## src/rtl/regfile_seq_monitor_pkg.sv

```systemverilog
// Shared types and constants for the register-file sequence monitor.
// Default widths here also size the table entry struct.
package regfile_mon_pkg;
    localparam int MON_XLEN  = 32;
    localparam int MON_NREG  = 32;
    localparam int MON_AW    = $clog2(MON_NREG);
    localparam int MON_DEPTH = 8;
    localparam int MON_TO_W  = 24;

    typedef enum logic [1:0] {IDLE, RUN, PASS, FAIL} state_e;

    typedef struct packed {
        logic [MON_AW-1:0]   raddr;
        logic [MON_XLEN-1:0] value;
    } entry_t;

    localparam logic [MON_AW-1:0] X0_ADDR = '0;
endpackage

```

## src/rtl/regfile_seq_monitor_if.sv

```systemverilog
// Snoop, configuration and status bundle for regfile_seq_monitor.
interface regfile_seq_monitor_if #(
    parameter int XLEN  = 32,
    parameter int NREG  = 32,
    parameter int DEPTH = 8,
    parameter int TO_W  = 24,
    localparam int AW   = $clog2(NREG),
    localparam int IW   = $clog2(DEPTH)
);
    logic            rf_we;
    logic [AW-1:0]   rf_waddr;
    logic [XLEN-1:0] rf_wdata;
    logic            cfg_we;
    logic [IW-1:0]   cfg_idx;
    logic [AW-1:0]   cfg_raddr;
    logic [XLEN-1:0] cfg_value;
    logic [IW:0]     cfg_count;
    logic            cfg_ordered;
    logic [TO_W-1:0] cfg_timeout;
    logic            start;
    logic            abort;
    logic            busy;
    logic            pass;
    logic            fail;
    logic            timed_out;
    logic [DEPTH-1:0] matched;
    logic [IW:0]     match_cnt;

    modport master (
        output rf_we, rf_waddr, rf_wdata, cfg_we, cfg_idx, cfg_raddr, cfg_value,
               cfg_count, cfg_ordered, cfg_timeout, start, abort,
        input  busy, pass, fail, timed_out, matched, match_cnt
    );
    modport slave (
        input  rf_we, rf_waddr, rf_wdata, cfg_we, cfg_idx, cfg_raddr, cfg_value,
               cfg_count, cfg_ordered, cfg_timeout, start, abort,
        output busy, pass, fail, timed_out, matched, match_cnt
    );
endinterface

```

## src/rtl/regfile_seq_monitor_entry_cmp.sv

```systemverilog
// Per-entry compare of the snooped write (and, with MON_SHADOW_EN, the shadow
// register value) against one expected (register, value) pair. x0 never matches.
module regfile_mon_entry_cmp
    import regfile_mon_pkg::*;
#(
    parameter int XLEN = 32,
    parameter int AW   = 5
) (
    input  logic [AW-1:0]   raddr,
    input  logic [XLEN-1:0] value,
    input  logic            rf_we,
    input  logic [AW-1:0]   rf_waddr,
    input  logic [XLEN-1:0] rf_wdata,
`ifdef MON_SHADOW_EN
    input  logic [XLEN-1:0] sh_val,
`endif
    output logic            hit
);
    logic not_x0;
    logic wr_hit;

    assign not_x0 = (raddr != AW'(X0_ADDR));
    assign wr_hit = rf_we && (rf_waddr == raddr) && (rf_wdata == value);

`ifdef MON_SHADOW_EN
    assign hit = not_x0 && (wr_hit || (sh_val == value));
`else
    assign hit = not_x0 && wr_hit;
`endif
endmodule

```

## src/rtl/regfile_seq_monitor.sv

```systemverilog
// Regfile write-port sequence monitor: checks a programmable (reg, value) table
// in-order or any-order with a cycle timeout. MON_SHADOW_EN adds level matching.
module regfile_seq_monitor
    import regfile_mon_pkg::*;
#(
    parameter int XLEN  = MON_XLEN,
    parameter int NREG  = MON_NREG,
    parameter int DEPTH = MON_DEPTH,
    parameter int TO_W  = MON_TO_W,
    localparam int AW   = $clog2(NREG),
    localparam int IW   = $clog2(DEPTH)
) (
    input logic            wb_clk_i,
    input logic            wb_rst_i,
    regfile_seq_monitor_if.slave bus
);
    state_e           state_q, state_d;
    entry_t           tbl [DEPTH];
    logic [IW:0]      cnt_q;
    logic             ord_q;
    logic [TO_W-1:0]  to_q, timer_q, timer_d;
    logic [IW:0]      ptr_q, ptr_d;
    logic [DEPTH-1:0] matched_q, matched_d, hit, active;
    logic             timed_out_q, timed_out_d;
    logic [IW:0]      match_cnt_q;
    logic             latch;

`ifdef MON_SHADOW_EN
    logic [XLEN-1:0] shadow [NREG];
`endif

    for (genvar i = 0; i < DEPTH; i++) begin : g_ent
        assign active[i] = ((IW+1)'(i) < cnt_q);
        regfile_mon_entry_cmp #(.XLEN(XLEN), .AW(AW)) u_cmp (
            .raddr    (tbl[i].raddr),
            .value    (tbl[i].value),
            .rf_we    (bus.rf_we),
            .rf_waddr (bus.rf_waddr),
            .rf_wdata (bus.rf_wdata),
`ifdef MON_SHADOW_EN
            .sh_val   (shadow[tbl[i].raddr]),
`endif
            .hit      (hit[i])
        );
    end

    always_comb begin
        state_d     = state_q;
        matched_d   = matched_q;
        ptr_d       = ptr_q;
        timer_d     = timer_q;
        timed_out_d = timed_out_q;
        latch       = 1'b0;
        if (bus.abort) begin
            state_d     = IDLE;
            matched_d   = '0;
            ptr_d       = '0;
            timer_d     = '0;
            timed_out_d = 1'b0;
        end else begin
            case (state_q)
                RUN: begin
                    // Ordered mode advances at most one entry per cycle.
                    if (ord_q) begin
                        if (ptr_q < cnt_q && hit[ptr_q[IW-1:0]]) begin
                            matched_d[ptr_q[IW-1:0]] = 1'b1;
                            ptr_d = ptr_q + (IW+1)'(1);
                        end
                    end else begin
                        matched_d = matched_q | (hit & active);
                    end
                    timer_d = (timer_q == '1) ? timer_q : timer_q + TO_W'(1);
                    if ((matched_d & active) == active) begin
                        state_d = PASS;
                    end else if (to_q != '0 && timer_q == to_q) begin
                        state_d     = FAIL;
                        timed_out_d = 1'b1;
                    end
                end
                default: begin
                    if (bus.start) begin
                        state_d     = RUN;
                        matched_d   = '0;
                        ptr_d       = '0;
                        timer_d     = '0;
                        timed_out_d = 1'b0;
                        latch       = 1'b1;
                    end
                end
            endcase
        end
    end

    always_ff @(posedge wb_clk_i) begin
        if (wb_rst_i) begin
            state_q     <= IDLE;
            cnt_q       <= '0;
            ord_q       <= 1'b0;
            to_q        <= '0;
            timer_q     <= '0;
            ptr_q       <= '0;
            matched_q   <= '0;
            timed_out_q <= 1'b0;
            match_cnt_q <= '0;
            for (int i = 0; i < DEPTH; i++) tbl[i] <= '0;
        end else begin
            state_q     <= state_d;
            timer_q     <= timer_d;
            ptr_q       <= ptr_d;
            matched_q   <= matched_d;
            timed_out_q <= timed_out_d;
            match_cnt_q <= (IW+1)'($countones(matched_d));
            if (latch) begin
                cnt_q <= bus.cfg_count;
                ord_q <= bus.cfg_ordered;
                to_q  <= bus.cfg_timeout;
            end
            if (bus.cfg_we && state_q != RUN && {1'b0, bus.cfg_idx} < (IW+1)'(DEPTH)) begin
                tbl[bus.cfg_idx].raddr <= bus.cfg_raddr;
                tbl[bus.cfg_idx].value <= bus.cfg_value;
            end
        end
    end

`ifdef MON_SHADOW_EN
    always_ff @(posedge wb_clk_i) begin
        if (wb_rst_i) begin
            for (int r = 0; r < NREG; r++) shadow[r] <= '0;
        end else if (bus.rf_we) begin
            shadow[bus.rf_waddr] <= bus.rf_wdata;
        end
    end
`endif

    assign bus.busy      = (state_q == RUN);
    assign bus.pass      = (state_q == PASS);
    assign bus.fail      = (state_q == FAIL);
    assign bus.timed_out = timed_out_q;
    assign bus.matched   = matched_q;
    assign bus.match_cnt = match_cnt_q;
endmodule
```

## src/flat_wrapper.sv

```systemverilog
// flat-port wrapper written by rule: the top's interface ports become plain ports
module regfile_seq_monitor_flat import regfile_mon_pkg::*;
#(
    parameter int XLEN  = MON_XLEN,
    parameter int NREG  = MON_NREG,
    parameter int DEPTH = MON_DEPTH,
    parameter int TO_W  = MON_TO_W,
    localparam int AW   = $clog2(NREG),
    localparam int IW   = $clog2(DEPTH)
)
  (wb_clk_i, wb_rst_i, bus_rf_we, bus_rf_waddr, bus_rf_wdata, bus_cfg_we, bus_cfg_idx, bus_cfg_raddr, bus_cfg_value, bus_cfg_count, bus_cfg_ordered, bus_cfg_timeout, bus_start, bus_abort, bus_busy, bus_pass, bus_fail, bus_timed_out, bus_matched, bus_match_cnt);
  regfile_seq_monitor_if #(.XLEN(XLEN), .NREG(NREG), .DEPTH(DEPTH), .TO_W(TO_W)) bus_i ();
  input logic wb_clk_i;
  input logic wb_rst_i;
  input wire logic [$bits(bus_i.rf_we)-1:0] bus_rf_we;
  input wire logic [$bits(bus_i.rf_waddr)-1:0] bus_rf_waddr;
  input wire logic [$bits(bus_i.rf_wdata)-1:0] bus_rf_wdata;
  input wire logic [$bits(bus_i.cfg_we)-1:0] bus_cfg_we;
  input wire logic [$bits(bus_i.cfg_idx)-1:0] bus_cfg_idx;
  input wire logic [$bits(bus_i.cfg_raddr)-1:0] bus_cfg_raddr;
  input wire logic [$bits(bus_i.cfg_value)-1:0] bus_cfg_value;
  input wire logic [$bits(bus_i.cfg_count)-1:0] bus_cfg_count;
  input wire logic [$bits(bus_i.cfg_ordered)-1:0] bus_cfg_ordered;
  input wire logic [$bits(bus_i.cfg_timeout)-1:0] bus_cfg_timeout;
  input wire logic [$bits(bus_i.start)-1:0] bus_start;
  input wire logic [$bits(bus_i.abort)-1:0] bus_abort;
  output wire logic [$bits(bus_i.busy)-1:0] bus_busy;
  output wire logic [$bits(bus_i.pass)-1:0] bus_pass;
  output wire logic [$bits(bus_i.fail)-1:0] bus_fail;
  output wire logic [$bits(bus_i.timed_out)-1:0] bus_timed_out;
  output wire logic [$bits(bus_i.matched)-1:0] bus_matched;
  output wire logic [$bits(bus_i.match_cnt)-1:0] bus_match_cnt;
  assign bus_i.rf_we = bus_rf_we;
  assign bus_i.rf_waddr = bus_rf_waddr;
  assign bus_i.rf_wdata = bus_rf_wdata;
  assign bus_i.cfg_we = bus_cfg_we;
  assign bus_i.cfg_idx = bus_cfg_idx;
  assign bus_i.cfg_raddr = bus_cfg_raddr;
  assign bus_i.cfg_value = bus_cfg_value;
  assign bus_i.cfg_count = bus_cfg_count;
  assign bus_i.cfg_ordered = bus_cfg_ordered;
  assign bus_i.cfg_timeout = bus_cfg_timeout;
  assign bus_i.start = bus_start;
  assign bus_i.abort = bus_abort;
  assign bus_busy = bus_i.busy;
  assign bus_pass = bus_i.pass;
  assign bus_fail = bus_i.fail;
  assign bus_timed_out = bus_i.timed_out;
  assign bus_matched = bus_i.matched;
  assign bus_match_cnt = bus_i.match_cnt;
  regfile_seq_monitor #(.XLEN(XLEN), .NREG(NREG), .DEPTH(DEPTH), .TO_W(TO_W)) u_core (.wb_clk_i(wb_clk_i), .wb_rst_i(wb_rst_i), .bus(bus_i));
endmodule
```

## config.mk

```make
export PLATFORM = sky130hd
export DESIGN_NAME = regfile_seq_monitor_flat
export DESIGN_NICKNAME = d
export VERILOG_FILES = /design/src/rtl/regfile_seq_monitor_pkg.sv /design/src/rtl/regfile_seq_monitor_if.sv /design/src/rtl/regfile_seq_monitor_entry_cmp.sv /design/src/rtl/regfile_seq_monitor.sv /design/src/flat_wrapper.sv
export SDC_FILE = /design/constraint.sdc
export NUM_CORES = 1
export LEC_CHECK = 0
export CORE_ASPECT_RATIO = 1.5
export CORE_UTILIZATION = 35
export CTS_CLUSTER_DIAMETER = 50
export CTS_CLUSTER_SIZE = 30
export DETAILED_ROUTE_END_ITERATION = 8
export DONT_BUFFER_PORTS = 1
export RECOVER_POWER = 25
export SKIP_LAST_GASP = 1
export SLEW_MARGIN = 20
export SYNTH_ARGS = -nofsm -noshare
export SYNTH_HDL_FRONTEND = slang
export SYNTH_SLANG_ARGS = --single-unit
```

## constraint.sdc

```tcl
create_clock -name wb_clk_i -period 7.3 [get_ports wb_clk_i]
set_input_delay 0.73 -clock wb_clk_i [delete_from_list [all_inputs] [get_ports wb_clk_i]]
set_output_delay 0.73 -clock wb_clk_i [all_outputs]
set_load 0.005 [all_outputs]
```

==> metrics <==
status finished with violations; failing checks max-capacitance violations, max-slew violations; Starting Density 35.54%; Hold WS 0.2309 ns; post-synthesis cell count 1653; CTS buffer count 35; clock-pin slew on the worst setup and hold paths 0.08 ns; Placement Setup Slack 1.466 ns; largest net degree at the start of global routing 46; Gates resized, CTS repair 0; DRC 0; net count reported at finish 1738; Least-Margin Pin Slew 2.132 ns; post-route minimum period 5.571 ns; Pleak 7.076 nW; Pre-antenna DRT Iters 5; Post-DP HPWL 46270 um; Worst R2R Setup Slack 1.73 ns; Post-Syn Area 18780 sq um; CTS max path bufs 3; area occupied by multi-input gates 7959 sq um; max cap viols 4; Switching Fraction 26.72%; core area 52840 sq um; utilization after layout 38.89%; max-slew violations 155; Synth Flop Type edfxtp_1; clock network fraction of total power 41.0%; total negative slack 0 ns; Setup crit end u_core.bus.match_cnt[2]$_SDFF_PP0_; DR WL/cell 27.47 um; overall power 4.684 mW; worst setup margin 1.729 ns; Setup crit start u_core.tbl[3][36]$_SDFFCE_PN0P_; Post-DP Area 19350 sq um; die footprint 54600 sq um; Num Clock Sinks 368; Vias/cell 5.348; CTS H-tree lvls 2; Setup crit end kind flop; I/O pins 128; Reg area 10330 sq um; number of DRC markers in iteration 0 882; Critical Path Source Type flop; filler instances 5084; placed insts 2256; Critical Path RT 7.77 ns; WS Path Type flop to flop; TritonCTS clock tree yes; number of global-route vias before repair 12280; Hold Crit Class input pin to flop; Placer Congestion 0.9186; GRT Util Overall 23.45%; R2R depth 16; VDD IR max 0.2441 mV; post-synthesis register bit count 368; Flop pwr share 50.9%; ratio of cells with drive above 1 in the final layout 6.475%; Net Count, Synth 1780; Root Buffer clkbuf_16; Int Power 3.432 mW; Netlist cell types 73; Seq/Total Area, Yosys 55.01%; CP max FO 8; Post-synth EDFFs 296; Post-CTS Hold Buffers 0; crit path DAT 6.04 ns; Worst-Skew Late Latency 0.60 ns; Routed Wire Length 63700 um; reg2reg end u_core.bus.match_cnt[2]$_SDFF_PP0_; final hold violations 0; Psw 1.251 mW; YS warnings 0; Non-Filler Instances 2319; num rows 103; FMAX 179.5 MHz; vias 12400; global-route wire length before repair 89290 um; height of the die 285.7 um; Gate power share 8.1%; PortBufs 0; diode count 0; Area Overhead vs Synth 9.429%; R2R Path Start u_core.tbl[3][36]$_SDFFCE_PN0P_; Slew Limit Headroom -42.13%; Mean Syn Cell Area 11.36 sq um; setup repair bufs after CTS 0; most common cell after layout, fill and taps aside edfxtp_1; Clock Skew 0.04766 ns; Post-Layout Inst Area 20550 sq um; Final Cycle Share 76.32%; Antenna Violating Nets Remaining 0; die width 191.1 um; Setup violations, final 0; post-synthesis async set-or-reset flop share 0%; most frequent cells in the layout 296 x edfxtp_1, 234 x and2_1, 210 x xnor2_1; RSZ-0062 raised after global routing false; initial antenna violation count 2; Overflow after GRT 0; power per cell area 227.9 nW/um^2
[layer usage]
layer  GRT usage, %  routed length (um)  vias up
li1               -                   -     5656
met4          14.54                4377        0
met5              0                   0        -
met3          5.214                4325      124
met1          24.71               22090     6187
met2          41.89               32920      436
[cells by family (layout without fill, tap and decap cells)]
family / after synthesis / in the layout / synth area share (%)
AO/OA/AOI/OAI: 127 / 127 / 4.251
XOR/XNOR: 323 / 323 / 15.23
adder cells (fa/ha/maj): 15 / 15 / 1.159
buffers and inverters: 119 / 103 / 2.772
flip-flops: 368 / 368 / 55.01
multiplexers: 3 / 3 / 0.1666
AND/OR/NAND/NOR: 698 / 698 / 21.42
[cell usage after synthesis, drive strengths merged (9+ instances only)]
master / number / area share, %
xor2: 110 / 5.2
nand2b: 14 / 0.47
nor3: 20 / 0.53
buf: 28 / 0.95
nand4: 65 / 2.2
and3: 9 / 0.30
clkbuf: 67 / 1.3
nand2: 95 / 1.9
xnor2: 213 / 10
nand3: 20 / 0.56
nor2: 61 / 1.2
and2: 305 / 10
o21ai: 22 / 0.59
ha: 11 / 0.73
a21oi: 60 / 1.6
or4: 13 / 0.55
edfxtp: 296 / 47
inv: 23 / 0.46
or2: 12 / 0.40
dfxtp: 72 / 7.7
nor4: 52 / 1.8
[final cells by class]
class	instances	share of cell area, %
inverter	24	0.4384
tap	682	4.153
sequential	368	50.27
clock inverter	27	1.614
timing repair buffer	16	0.5115
clock buffer	36	4.281
multi-input combinational	1166	38.73
[state kept, by name (all words and copies together) (netlist names)]
register              count
u_core.bus.match_cnt      4
u_core.bus.matched        8
u_core.bus.timed_out      1
u_core.cnt_q              4
u_core.ord_q              1
u_core.ptr_q              4
u_core.state_q            2
u_core.tbl              296
u_core.timer_q           24
u_core.to_q              24
[worst max-delay path, stage by stage (launching register included)]
cell and delay [ns]:
edfxtp_1 0.41, xnor2_1 0.44, nand4_1 0.15, nor4_1 0.86, nand3_1 0.51, a22oi_4 0.36, nand3b_4 0.13, or2_2 0.31
a211oi_1 0.21, ha_1 0.18, inv_1 0.05, fa_1 0.53, inv_1 0.05, fa_1 0.47, ha_1 0.22, fa_1 0.42
nor2b_1 0.13
[power groups by stage]
stage | clock [mW] | sequential, mW | combinational, mW
CTS | 1.95 | 2.39 | 0.381
global placement | 0 | 2.43 | 0.378
finish | 1.92 | 2.39 | 0.379
global route | 2.02 | 2.39 | 0.398
floorplan | 0 | 2.42 | 0.279
detailed placement | 0 | 2.43 | 0.379
[worst min-delay path by stage]
stage	startpoint	to	slack [ns]	cells after the start
floorplan	u_core.ptr_q[3]$_SDFFE_PP0P_	u_core.ptr_q[3]$_SDFFE_PP0P_	0.45	2
CTS	wb_rst_i	u_core.bus.match_cnt[2]$_SDFF_PP0_	0.21	1
global placement	u_core.to_q[10]$_SDFFE_PP0P_	u_core.to_q[10]$_SDFFE_PP0P_	0.47	2
global route	wb_rst_i	u_core.bus.match_cnt[2]$_SDFF_PP0_	0.21	1
finish	wb_rst_i	u_core.bus.match_cnt[2]$_SDFF_PP0_	0.23	1
detailed placement	u_core.to_q[20]$_SDFFE_PP0P_	u_core.to_q[20]$_SDFFE_PP0P_	0.47	2
(Power assumes the default switching activity.)
